File: src/rtl/video_timing_pkg.sv
// Shared video timing defaults and the line-recovery FSM state type.
// Used by the hsync recovery block, and later by the vsync recovery block.
package video_timing_pkg;

  localparam int W_DEF          = 11;
  localparam int ACTIVE_DEF     = 800;
  localparam int SYNC_START_DEF = 856;
  localparam int LINE_TOTAL_DEF = 1041;
  localparam int LOCK_LINES_DEF = 4;

  typedef enum logic [1:0] {
    SEARCH  = 2'd0,
    MEASURE = 2'd1,
    LOCKED  = 2'd2
  } rec_state_e;

endpackage

File: src/rtl/sync_edge_detect.sv
// Two-flop synchroniser plus one delay stage for an asynchronous level input.
// Produces the synchronised level and single-cycle fall/rise strobes.
module sync_edge_detect (
  input  logic clk,
  input  logic rst,
  input  logic sig_i,
  output logic cur_o,
  output logic fall_o,
  output logic rise_o
);

  logic meta_q;
  logic cur_q;
  logic prev_q;

  // NOTE: sequential state uses non-blocking assignments so every flop samples
  // the pre-edge value of its neighbour; blocking here would collapse the chain.
  always_ff @(posedge clk or posedge rst) begin
    if (rst) begin
      meta_q <= 1'b0;
      cur_q  <= 1'b0;
      prev_q <= 1'b0;
    end else begin
      meta_q <= sig_i;
      cur_q  <= meta_q;
      prev_q <= cur_q;
    end
  end

  assign cur_o  = cur_q;
  assign fall_o = prev_q & ~cur_q;
  assign rise_o = ~prev_q & cur_q;

endmodule

File: src/rtl/hsync_timing_recovery.sv
// Measures the incoming hsync period and pulse width, locks once the period is
// stable, and regenerates xpos / disp_active / newline aligned to the incoming line.
module hsync_timing_recovery
  import video_timing_pkg::*;
#(
  parameter int ACTIVE     = ACTIVE_DEF,
  parameter int SYNC_START = SYNC_START_DEF,
  parameter int LOCK_LINES = LOCK_LINES_DEF,
  parameter int W          = W_DEF
) (
  input  logic         clk,
  input  logic         rst,
  input  logic         hsync_in,
  output logic [W-1:0] line_total,
  output logic [W-1:0] sync_width,
  output logic         locked,
  output logic         timeout,
  output logic [W-1:0] xpos,
  output logic         disp_active,
  output logic         newline
);

  localparam int           MW         = $clog2(LOCK_LINES + 1);
  localparam logic [W-1:0] CNT_MAX    = '1;
  localparam logic [W-1:0] XPOS_LOAD  = W'(SYNC_START);
  localparam logic [W-1:0] ACTIVE_W   = W'(ACTIVE);
  localparam logic [MW-1:0] MATCH_LOCK = MW'(LOCK_LINES);

  logic cur;
  logic fall;
  logic rise;

  sync_edge_detect u_edge (
    .clk    (clk),
    .rst    (rst),
    .sig_i  (hsync_in),
    .cur_o  (cur),
    .fall_o (fall),
    .rise_o (rise)
  );

  logic [W-1:0]  period_cnt_q, period_cnt_d;
  logic [W-1:0]  low_cnt_q, low_cnt_d;
  logic [W-1:0]  sync_width_q, sync_width_d;
  logic          timeout_q, timeout_d;
  rec_state_e    state_q;
  logic [W-1:0]  ref_q;
  logic [MW-1:0] match_q;
  logic [W-1:0]  line_total_q;
  logic          locked_q, locked_d;
  logic [W-1:0]  xpos_q, xpos_d;
  logic          disp_q, disp_d;
  logic          newline_q, newline_d;

  logic          sat;
  logic          timeout_evt;
  logic [MW-1:0] match_nxt;
  logic          lock_set;
  logic          lock_drop;
  logic [W-1:0]  xpos_last;
  logic          wrap;

  // NOTE: every signal driven here gets a default first, so no path through
  // the block can leave it unassigned and infer a latch.
  always_comb begin
    sat          = (period_cnt_q == CNT_MAX);
    timeout_evt  = sat & ~fall;

    period_cnt_d = period_cnt_q;
    if (fall)      period_cnt_d = W'(1);
    else if (!sat) period_cnt_d = period_cnt_q + 1'b1;

    low_cnt_d = low_cnt_q;
    if (fall)                            low_cnt_d = W'(1);
    else if (!cur && low_cnt_q != CNT_MAX) low_cnt_d = low_cnt_q + 1'b1;

    sync_width_d = rise ? low_cnt_q : sync_width_q;

    timeout_d = timeout_q;
    if (fall)     timeout_d = 1'b0;
    else if (sat) timeout_d = 1'b1;

    // Candidate period is period_cnt_q, sampled on the fall strobe.
    match_nxt = (period_cnt_q == ref_q) ? match_q + 1'b1 : MW'(1);
    lock_set  = fall && (state_q == MEASURE) && (match_nxt == MATCH_LOCK);
    lock_drop = fall && (state_q == LOCKED) && (period_cnt_q != line_total_q);
    locked_d  = !timeout_evt && (lock_set || (locked_q && !lock_drop));

    // Before the first lock line_total is 0, so xpos_last is all-ones and
    // xpos simply wraps at 2^W.
    xpos_last = line_total_q - 1'b1;
    wrap      = !fall && (xpos_q == xpos_last);
    xpos_d    = xpos_q + 1'b1;
    if (fall)      xpos_d = XPOS_LOAD;
    else if (wrap) xpos_d = '0;

    disp_d    = locked_d && (xpos_d < ACTIVE_W);
    newline_d = locked_d && wrap;
  end

  // NOTE: all measurement and timing registers are reset, so a reset mid-line
  // discards any partial measurement instead of carrying stale state forward.
  always_ff @(posedge clk or posedge rst) begin
    if (rst) begin
      period_cnt_q <= '0;
      low_cnt_q    <= '0;
      sync_width_q <= '0;
      timeout_q    <= 1'b0;
      xpos_q       <= '0;
      disp_q       <= 1'b0;
      newline_q    <= 1'b0;
    end else begin
      period_cnt_q <= period_cnt_d;
      low_cnt_q    <= low_cnt_d;
      sync_width_q <= sync_width_d;
      timeout_q    <= timeout_d;
      xpos_q       <= xpos_d;
      disp_q       <= disp_d;
      newline_q    <= newline_d;
    end
  end

  always_ff @(posedge clk or posedge rst) begin
    if (rst) begin
      state_q      <= SEARCH;
      ref_q        <= '0;
      match_q      <= '0;
      line_total_q <= '0;
      locked_q     <= 1'b0;
    end else begin
      locked_q <= locked_d;
      if (timeout_evt) begin
        state_q <= SEARCH;
      end else if (fall) begin
        case (state_q)
          SEARCH: begin
            // The interval before the first edge is unknown; capture nothing.
            state_q <= MEASURE;
            ref_q   <= '0;
            match_q <= '0;
          end
          MEASURE: begin
            ref_q   <= period_cnt_q;
            match_q <= match_nxt;
            if (lock_set) begin
              state_q      <= LOCKED;
              line_total_q <= period_cnt_q;
            end
          end
          LOCKED: begin
            if (lock_drop) begin
              state_q <= MEASURE;
              ref_q   <= period_cnt_q;
              match_q <= MW'(1);
            end
          end
          default: state_q <= SEARCH;
        endcase
      end
    end
  end

  assign line_total  = line_total_q;
  assign sync_width  = sync_width_q;
  assign locked      = locked_q;
  assign timeout     = timeout_q;
  assign xpos        = xpos_q;
  assign disp_active = disp_q;
  assign newline     = newline_q;

endmodule

File: config.mk
export PLATFORM = sky130hd
export DESIGN_NAME = hsync_timing_recovery
export DESIGN_NICKNAME = d
export VERILOG_FILES = /design/src/rtl/video_timing_pkg.sv /design/src/rtl/sync_edge_detect.sv /design/src/rtl/hsync_timing_recovery.sv
export SDC_FILE = /design/constraint.sdc
export NUM_CORES = 1
export LEC_CHECK = 0
export ABC_AREA = 1
export CORE_AREA = 2 2 93 113
export CTS_CLUSTER_SIZE = 30
export DETAILED_ROUTE_END_ITERATION = 16
export DIE_AREA = 0 0 95 115
export MAX_ROUTING_LAYER = met4
export PLACE_DENSITY_LB_ADDON = 0.2
export SLEW_MARGIN = 5
export SYNTH_ARGS = -nofsm -noshare
export SYNTH_HDL_FRONTEND = slang
export SYNTH_SLANG_ARGS = --single-unit
export TNS_END_PERCENT = 20
File: constraint.sdc
create_clock -name clk -period 2.3 [get_ports clk]
set_input_delay 0.46 -clock clk [delete_from_list [all_inputs] [get_ports clk]]
set_output_delay 0.46 -clock clk [all_outputs]
set_load 0.005 [all_outputs]
==> reports/qor.yml, run 1 <==
outcome: "complete, no violations"
drc: 0
wl_per_cell_um: 13.8
yosysWarnings: 0
cp_data_arrival_time_ps: 2420
synthFlopType: "dfrtp_1"
min_delay_worst_endpoint: "u_edge.cur_o"
cts_made_buffers: 9
tns_ps: 0
internal_power_mw: 2.77
fin_skew_ps: 8.80
cp.required_ps: 2580
drt-vias-per-instance: 5.06
gp_congestion: 0.871
layout_common_cells: "nand2_1 (150), dfrtp_1 (78), inv_1 (72)"
cp_max_fo: 8
hold_path_depth: 0
path_class: "reg -> reg"
ys_seq_elements: 78
row_count: 40
start_kind: "flip-flop"
syn_inst: 557
syn-num-nets: 571
firstDrtPassIters: 5
hp-start: "u_edge.meta_q"
max-cap-violations: 0
core_um2: 9860
antenna_cells: 0
postSynthAreaPerCell_um2: 7.71
critPathCaptureType: "flip-flop"
r2r-end: "disp_active"
hold_buffers: 0
final_max_slew_viol_count: 0
pwr_density_cell_nw_per_um2: 776
power.switching_mw: 1.38
synth_cell_types: 32
ir_drop_uv: 491
via_count: 3836
hpwl_um: 7890
grt-ovfl-total: 0
clkLatencyLatePin_ps: 340
fp.dieW_um: 95
port_buffers: 39
async_flop_share_pct: 100
start_util_pct: 43.6
hold_ws_ps: 347
wl_um: 10500
worst_slew_pin_slew_ps: 554
setup_violations: 0
cts_tree: "built"
layout-drive-gt1-share_pct: 11.9
yosysSeqAreaShare_pct: 45.4
r2r_start: "line_total[0]"
dieArea_um2: 10900
pin_count: 40
timing.final.crit_share_pct: 93.2
rsz0062_at_grt: "true"
post_cts_buffers: 0
cts.sinks: 78
fmax_ghz: 0.467
p_comb_share_pct: 27.5
synth-edff-count: 0
first_iter_violations: 231
min_path_type: "reg -> reg"
syn_area_um2: 4300
nets: 641
clockRootBuffer: "clkbuf_16"
reg2reg_depth: 15
hold_viol_final: 0
htreeDepth: 3
grt_pass1_wl_um: 17600
relSlewSlack_pct: 62.7
final_common_cell: "nand2_1"
grt_usage_pct: 21.5
antenna_found_initial: 0
grt_max_degree: 79
clock_power_share_pct: 31.9
die_h_um: 115
drtAntennaViolNets: 0
power_switching_share_pct: 33.3
grt_pass1_vias: 3742
reg2reg_setup_slack_ps: 160
period_needed_ps: 2140
area_growth_syn_to_layout_pct: 24.6
cellLeakagePower_nw: 2.70
clockBufferDepth: 2
seqPwrFrac_pct: 40.7
clk_pin_slew_ps: 60
[critical path, cell delays in order, from the launching register on]
cell and delay [ps]:
dfrtp_1 400, buf_4 170, inv_1 110, ha_4 180, nand2_1 100, nor2_2 140
nand3_1 120, nand3_1 120, nand3_1 80, nor2_1 170, nand2_4 110, nand2_1 90
nand2_1 60, nor2_1 90, nor2_1 60, nor2_2 70
[power by group through the flow]
stage	Sequential, mW	Clock, mW	Combinational [mW]
final	1.69	1.32	1.14
after floorplan	1.68	0	0.710
after global placement	1.70	0	1.12
after CTS	1.69	1.35	1.15
after global routing	1.71	1.42	1.32
after detailed placement	1.71	0	1.14
[kinds of logic after synthesis]
logic type,after synthesis,share of synthesized area (%)
AOI/OAI and AO/OA,70,8.50
muxes,2,0.524
DFF,78,45.4
buffers and inverters,92,8.62
xor gates and xnor gates,25,5.10
and+or+nand+nor,279,28.6
adders and majority gates,11,3.20
[routing by layer]
layer / wire, µm / GRT usage (%)
met1: 4690 / 26.7
met2: 5240 / 35.1
met3: 354 / 4.13
met4: 203 / 7.54
met5: 0 / -
[cells in the mapped netlist, types with 2 or more instances]
| library cell | instances | area [µm²] |
|---|---|---|
| nor4_1 | 5 | 31.3 |
| dfrtp_1 | 78 | 1950 |
| o21ai_1 | 3 | 15.0 |
| clkbuf_1 | 6 | 22.5 |
| nor2_2 | 9 | 56.3 |
| nor2_4 | 2 | 22.5 |
| inv_1 | 73 | 274 |
| xnor2_1 | 8 | 70.1 |
| nand4_1 | 9 | 56.3 |
| nand2_2 | 5 | 31.3 |
| buf_2 | 8 | 40.0 |
| nand2_1 | 150 | 563 |
| a21oi_1 | 16 | 80.1 |
| nor2_1 | 29 | 109 |
| inv_2 | 2 | 7.51 |
| nand3_1 | 48 | 240 |
| nor3_1 | 17 | 85.1 |
| mux2_2 | 2 | 22.5 |
| xor2_1 | 17 | 149 |
| nand3b_1 | 3 | 22.5 |
| ha_1 | 11 | 138 |
| buf_4 | 2 | 15.0 |
| o21ai_0 | 45 | 225 |
[cell type report]
type,count,area [µm²]
clock buffer,11,243
clock inverter,5,35.0
fill,941,4510
inverter,75,285
multi-input combinational,387,2000
sequential,78,1950
tap,126,158
timing repair buffer,76,681
[per-stage QoR]
| stage | power [mW] | area (µm²) | std cells | utilization (%) | setup WS, ps |
|---|---|---|---|---|---|
| after floorplan | 2.39 | 4300 | 557 | - | 439 |
| after global placement | 2.82 | 5050 | 742 | 51.2 | -63.8 |
| after detailed placement | 2.85 | 5050 | 742 | 51.2 | -127 |
| after CTS | 4.19 | 5330 | 758 | 54.1 | 57.6 |
| after global routing | 4.45 | 5350 | 758 | 54.3 | -36.1 |
| final | 4.16 | 5350 | 758 | 54.3 | 157 |
[registers in the layout, summed over array words and instances, names as in the netlist, 2 cells and up]
register / cells
sync_width: 11
state_q: 2
xpos: 11
ref_q: 11
period_cnt_q: 11
line_total: 11
match_q: 3
low_cnt_q: 11
[repair_timing]
| action | in CTS | in global routing |
|---|---|---|
| resized for setup | 1 | 4 |
| endpoints found under the hold margin | 0 | 0 |
| endpoints found under the setup margin | 7 | 7 |
| cloned | 0 | 0 |
[worst max path at each step]
stage	endpoint	cells after the start	start
after floorplan	disp_active	15	line_total[0]
after global placement	match_q[2]	8	period_cnt_q[10]
after detailed placement	ref_q[8]	10	period_cnt_q[9]
after CTS	disp_active	16	line_total[0]
after global routing	disp_active	17	line_total[0]
final	disp_active	15	line_total[0]
No activity file was read; power rests on OpenSTA's default activity.
==> run 2: changes to the inputs <==
--- a/config.mk
+++ b/config.mk
@@ -6,10 +6,10 @@
 export NUM_CORES = 1
 export LEC_CHECK = 0
 export ABC_AREA = 1
-export CORE_AREA = 2 2 93 113
+export CORE_AREA = 2 2 86 105
 export CTS_CLUSTER_SIZE = 30
 export DETAILED_ROUTE_END_ITERATION = 16
-export DIE_AREA = 0 0 95 115
+export DIE_AREA = 0 0 88 107
 export MAX_ROUTING_LAYER = met4
 export PLACE_DENSITY_LB_ADDON = 0.2
 export SLEW_MARGIN = 5
==> reports/qor.yml, run 2 (synthesis gave the netlist of run 1 again) <==
outcome: "complete, no violations"
grt-ovfl-total: 0  # unchanged
first_iter_violations: 215  # -6.9%
place_ws_ps: -176  # -48.7 ps
hpwl_um: 7710  # -2.3%
tns_ps: 0  # unchanged
drt-vias-per-instance: 5.15  # +1.7%
cts_made_buffers: 9  # unchanged
path_class: "reg -> reg"
ir_drop_uv: 474  # -3.4%
rsz0062_at_grt: "true"
wl_per_cell_um: 13.9  # +0.63%
period_needed_ps: 2100  # -40.7 ps
pin_count: 40  # unchanged
dieArea_um2: 9420  # -14%
row_count: 37  # -7.5%
hold_buffers: 0  # unchanged
cts.sinks: 78  # unchanged
gp_congestion: 0.947  # +8.7%
hp-start: "u_edge.meta_q"
cp_data_arrival_time_ps: 2360  # -60 ps
fp.dieW_um: 88  # -7.4%
drc: 0  # unchanged
r2r_start: "period_cnt_q[0]"
cts_tree: "built"
port_buffers: 39  # unchanged
hold_viol_final: 0  # unchanged
clockBufferDepth: 2  # unchanged
post_cts_buffers: 0  # unchanged
totalPowerFinal_mw: 3.89  # -6.3%
via_count: 3845  # +0.23%
firstDrtPassIters: 5  # unchanged
min_path_type: "reg -> reg"
final.setup.worst_slack_ps: 198  # +40.7 ps
nets: 639  # -0.31%
worst_slew_pin_slew_ps: 543  # -11.2 ps
area_growth_syn_to_layout_pct: 22.6
critPathCaptureType: "flip-flop"
pwr_density_cell_nw_per_um2: 739  # -4.8%
antenna_found_initial: 0  # unchanged
start_kind: "flip-flop"
setup_violations: 0  # unchanged
cp.required_ps: 2560  # -20 ps
clkLatencyLatePin_ps: 360  # +20 ps
timing.final.crit_share_pct: 91.4  # -1.8 points
clk_pin_slew_ps: 80  # +20 ps
die_h_um: 107  # -7.0%
fmax_ghz: 0.476  # +1.9%
cp_max_fo: 6  # -2
htreeDepth: 3  # unchanged
layout_common_cells: "nand2_1 (149), dfrtp_1 (78), inv_1 (72)"
fin_skew_ps: 9.28  # +0.481 ps
core_um2: 8380  # -15%
cellLeakagePower_nw: 2.66  # -1.5%
layout-drive-gt1-share_pct: 12.2  # +0.36 points
max-cap-violations: 0  # unchanged
relSlewSlack_pct: 63.7  # +1.0 points
antenna_cells: 0  # unchanged
grt_pass1_vias: 3790  # +1.3%
grt_max_degree: 79  # unchanged
final_max_slew_viol_count: 0  # unchanged
drtAntennaViolNets: 0  # unchanged
wl_um: 10400  # -0.83%
clockRootBuffer: "clkbuf_8"
start_util_pct: 51.3  # +7.7 points
final_common_cell: "nand2_1"
crit_start: "period_cnt_q[0]"
grt_usage_pct: 24.9  # +3.4 points
grt_pass1_wl_um: 17700  # +0.55%
[run 2: repair_timing]
action | in CTS | in global routing
setup endpoints to repair | 7 | 10
gates resized for setup | 1 | 8
gates cloned | 0 | 0
[run 2: final timing paths]
| kind | endpoint | slack [ps] | cells past startpoint |
|---|---|---|---|
| max | disp_active | 200 | 14 |
| min | u_edge.cur_o | 360 | 0 |
| max reg2reg | disp_active | 200 | 14 |
| min reg2reg | u_edge.cur_o | 360 | 0 |
| max in group asynchronous | xpos[0] | 1420 | 3 |
| min in group asynchronous | ref_q[5] | 550 | 3 |
[run 2: cell type report]
cell class / count / area (µm²)
Fill cell: 733 / 3110
Clock inverter: 5 / 56.3
Sequential cell: 78 / 1950
Timing Repair Buffer: 74 / 666
Inverter: 75 / 285
Multi-Input combinational cell: 387 / 2010
Tap cell: 117 / 146
Clock buffer: 11 / 151
[run 2: per-layer routing]
metal | share of wire, % | GRT usage [%] | wire (µm)
met1 | 44 | 31.1 | 4580
met2 | 50 | 39.9 | 5170
met3 | 4.0 | 5.16 | 421
met4 | 2.2 | 8.90 | 227
met5 | 0 | - | 0
[run 2: per-stage QoR]
step	hold WS, ps	cells	util, %	cell area (µm²)
floorplan	331	557	-	4300
global placement	335	731	60.0	5020
detailed placement	340	731	60.0	5020
CTS	359	747	62.5	5230
global route	372	747	62.9	5270
finish	357	747	62.9	5270
[run 2: where the power goes]
| part | internal, mW | switching, mW | leakage (nW) |
|---|---|---|---|
| logic | 0.477 | 0.655 | 1.52 |
| clock network | 0.561 | 0.517 | 0.106 |
| registers | 1.53 | 0.159 | 1.03 |
[run 2: critical path, stage by stage, from the launching register on]
cell,delay [ps]
dfrtp_1,440
ha_1,210
nand2_1,60
inv_1,60
nand3_1,110
nor2_2,120
nand2_1,100
nor2_2,170
nand2_2,140
nor2_2,120
inv_1,110
nand2_1,150
inv_1,90
nand2_1,80
nor2_2,40
==> run 3: changes to the inputs <==
--- a/config.mk
+++ b/config.mk
@@ -6,10 +6,11 @@
 export NUM_CORES = 1
 export LEC_CHECK = 0
 export ABC_AREA = 1
-export CORE_AREA = 2 2 86 105
+export CORE_AREA = 2 2 85 103
+export CTS_BUF_LIST = sky130_fd_sc_hd__clkbuf_2
 export CTS_CLUSTER_SIZE = 30
 export DETAILED_ROUTE_END_ITERATION = 16
-export DIE_AREA = 0 0 88 107
+export DIE_AREA = 0 0 87 105
 export MAX_ROUTING_LAYER = met4
 export PLACE_DENSITY_LB_ADDON = 0.2
 export SLEW_MARGIN = 5
==> reports/qor.yml, run 3 (synthesis gave the netlist of run 1 again) <==
outcome: "complete, no violations"
drt-vias-per-instance: 5.45  # +5.8%
setup_violations: 0  # unchanged
path_class: "reg -> out"
hpwl_um: 7960  # +3.2%
grt-ovfl-total: 0  # unchanged
core_um2: 8060  # -3.8%
place_area_um2: 4960  # -1.2%
cp_slowest_stage_delay_ps: 520  # +80 ps
row_count: 36  # -2.7%
fillCellCount: 697  # -4.9%
pwr_density_cell_nw_per_um2: 702  # -5.0%
grt_max_degree: 42  # -47%
layout_common_cells: "nand2_1 (150), dfrtp_1 (77), inv_1 (72)"
grt_pass1_wl_um: 17900  # +1.2%
start_kind: "flip-flop"
nets: 637  # -0.31%
gp_congestion: 0.999  # +5.5%
place_ws_ps: -204  # -27.4 ps
tns_ps: 0  # unchanged
critPathCaptureType: "output pin"
met1_usage_pct: 32.8  # +1.6 points
fp.dieW_um: 87  # -1.1%
fin_skew_ps: 54.0  # +44.7 ps
antenna_found_initial: 0  # unchanged
htreeDepth: 3  # unchanged
layout-drive-gt1-share_pct: 11.9  # -0.28 points
antenna_cells: 0  # unchanged
min_path_type: "in -> reg"
first_iter_violations: 176  # -18%
hold_ws_ps: 339  # -18.5 ps
grt_util_met3_pct: 4.58  # -0.58 points
firstDrtPassIters: 5  # unchanged
final_max_slew_viol_count: 0  # unchanged
cp.required_ps: 1840  # -720 ps
dp.cells: 706  # -3.4%
pin_count: 40  # unchanged
die_h_um: 105  # -1.9%
totalPowerFinal_mw: 3.60  # -7.5%
final_common_cell: "nand2_1"
postLayoutCellArea_um2: 5130  # -2.6%
cp_max_fo: 6  # unchanged
drtAntennaViolNets: 0  # unchanged
via_count: 3938  # +2.4%
use_met2_pct: 39.7  # -0.19 points
rsz0062_at_grt: "false"
cp_slowest_cell: "clkdlybuf4s50_1"
hold_viol_final: 0  # unchanged
max-cap-violations: 0  # unchanged
clk_pin_slew_ps: 230  # +150 ps
fin_cells: 723  # -3.2%
cts.sinks: 78  # unchanged
fin_util_pct: 63.7  # +0.78 points
wl_um: 10500  # +1.2%
cts_tree: "built"
clkLatencyLatePin_ps: 540  # +180 ps
port_buffers: 39  # unchanged
relSlewSlack_pct: 55.5  # -8.2 points
crit_chain: "buf_4 > clkdlybuf4s50_1"
wl_per_cell_um: 14.6  # +4.5%
worst_slew_pin_slew_ps: 661  # +118 ps
start_util_pct: 53.3  # +2.0 points
busiest_layer: "met2"
clockRootBuffer: "clkbuf_2"
period_needed_ps: 2160  # +54.8 ps
fmax_ghz: 0.464  # -2.5%
ir_drop_uv: 411  # -13%
timing.final.crit_share_pct: 93.8  # +2.4 points
clockBufferDepth: 2  # unchanged
area_growth_syn_to_layout_pct: 19.5
grt_pass1_vias: 3847  # +1.5%
cellLeakagePower_nw: 2.61  # -1.9%
dieArea_um2: 9140  # -3.0%
final.setup.worst_slack_ps: 143  # -54.8 ps
grt_usage_pct: 25.4  # +0.52 points
drc: 0  # unchanged
cp_data_arrival_time_ps: 1700  # -660 ps
hold_buffers: 0  # unchanged
cts_made_buffers: 9  # unchanged
==> run 3: where the power goes <==
group | internal, mW | leakage [nW] | switching, mW | total [mW]
registers | 1.53 | 1.03 | 0.178 | 1.70
clock network | 0.264 | 0.0708 | 0.533 | 0.797
logic | 0.449 | 1.51 | 0.651 | 1.10
==> run 3: final cells by class <==
type	instances	area, µm²	area share, %
multi-input cells	387	2010	39.2
flip-flops and latches	78	1950	38.1
repair buffers	72	642	12.5
inverters	75	285	5.56
well taps	95	119	2.32
clock inverters	7	78.8	1.54
clock buffers	9	45.0	0.878
==> run 3: path summary, 6_finish.rpt <==
| path | start | end | slack [ps] | cells after the start |
|---|---|---|---|---|
| max | line_total[3] | line_total[3] | 140 | 2 |
| min | hsync_in | u_edge.meta_q | 340 | 1 |
| max reg2reg | period_cnt_q[0] | disp_active | 210 | 14 |
| min reg2reg | u_edge.meta_q | u_edge.cur_o | 380 | 0 |
| max in group asynchronous | rst | locked | 1480 | 3 |
| min in group asynchronous | rst | period_cnt_q[4] | 410 | 3 |
==> run 3: critical path: cells and delay by family, from the launching register on <==
family / cells / cell delay [ps]
DFF: 1 / 450
buffers and inverters: 2 / 730
==> run 3: timing repair <==
item,CTS,global route
buffers inserted,0,1
pin swaps,0,0
gates cloned,0,0
resized for setup,1,9
endpoints found under the setup margin,7,11
==> run 3: layer usage <==
layer / vias to the layer above / wire length [µm]
met5: - / 0
met4: 0 / 248
met3: 21 / 542
met2: 120 / 5130
met1: 1883 / 4600
li1: 1914 / -
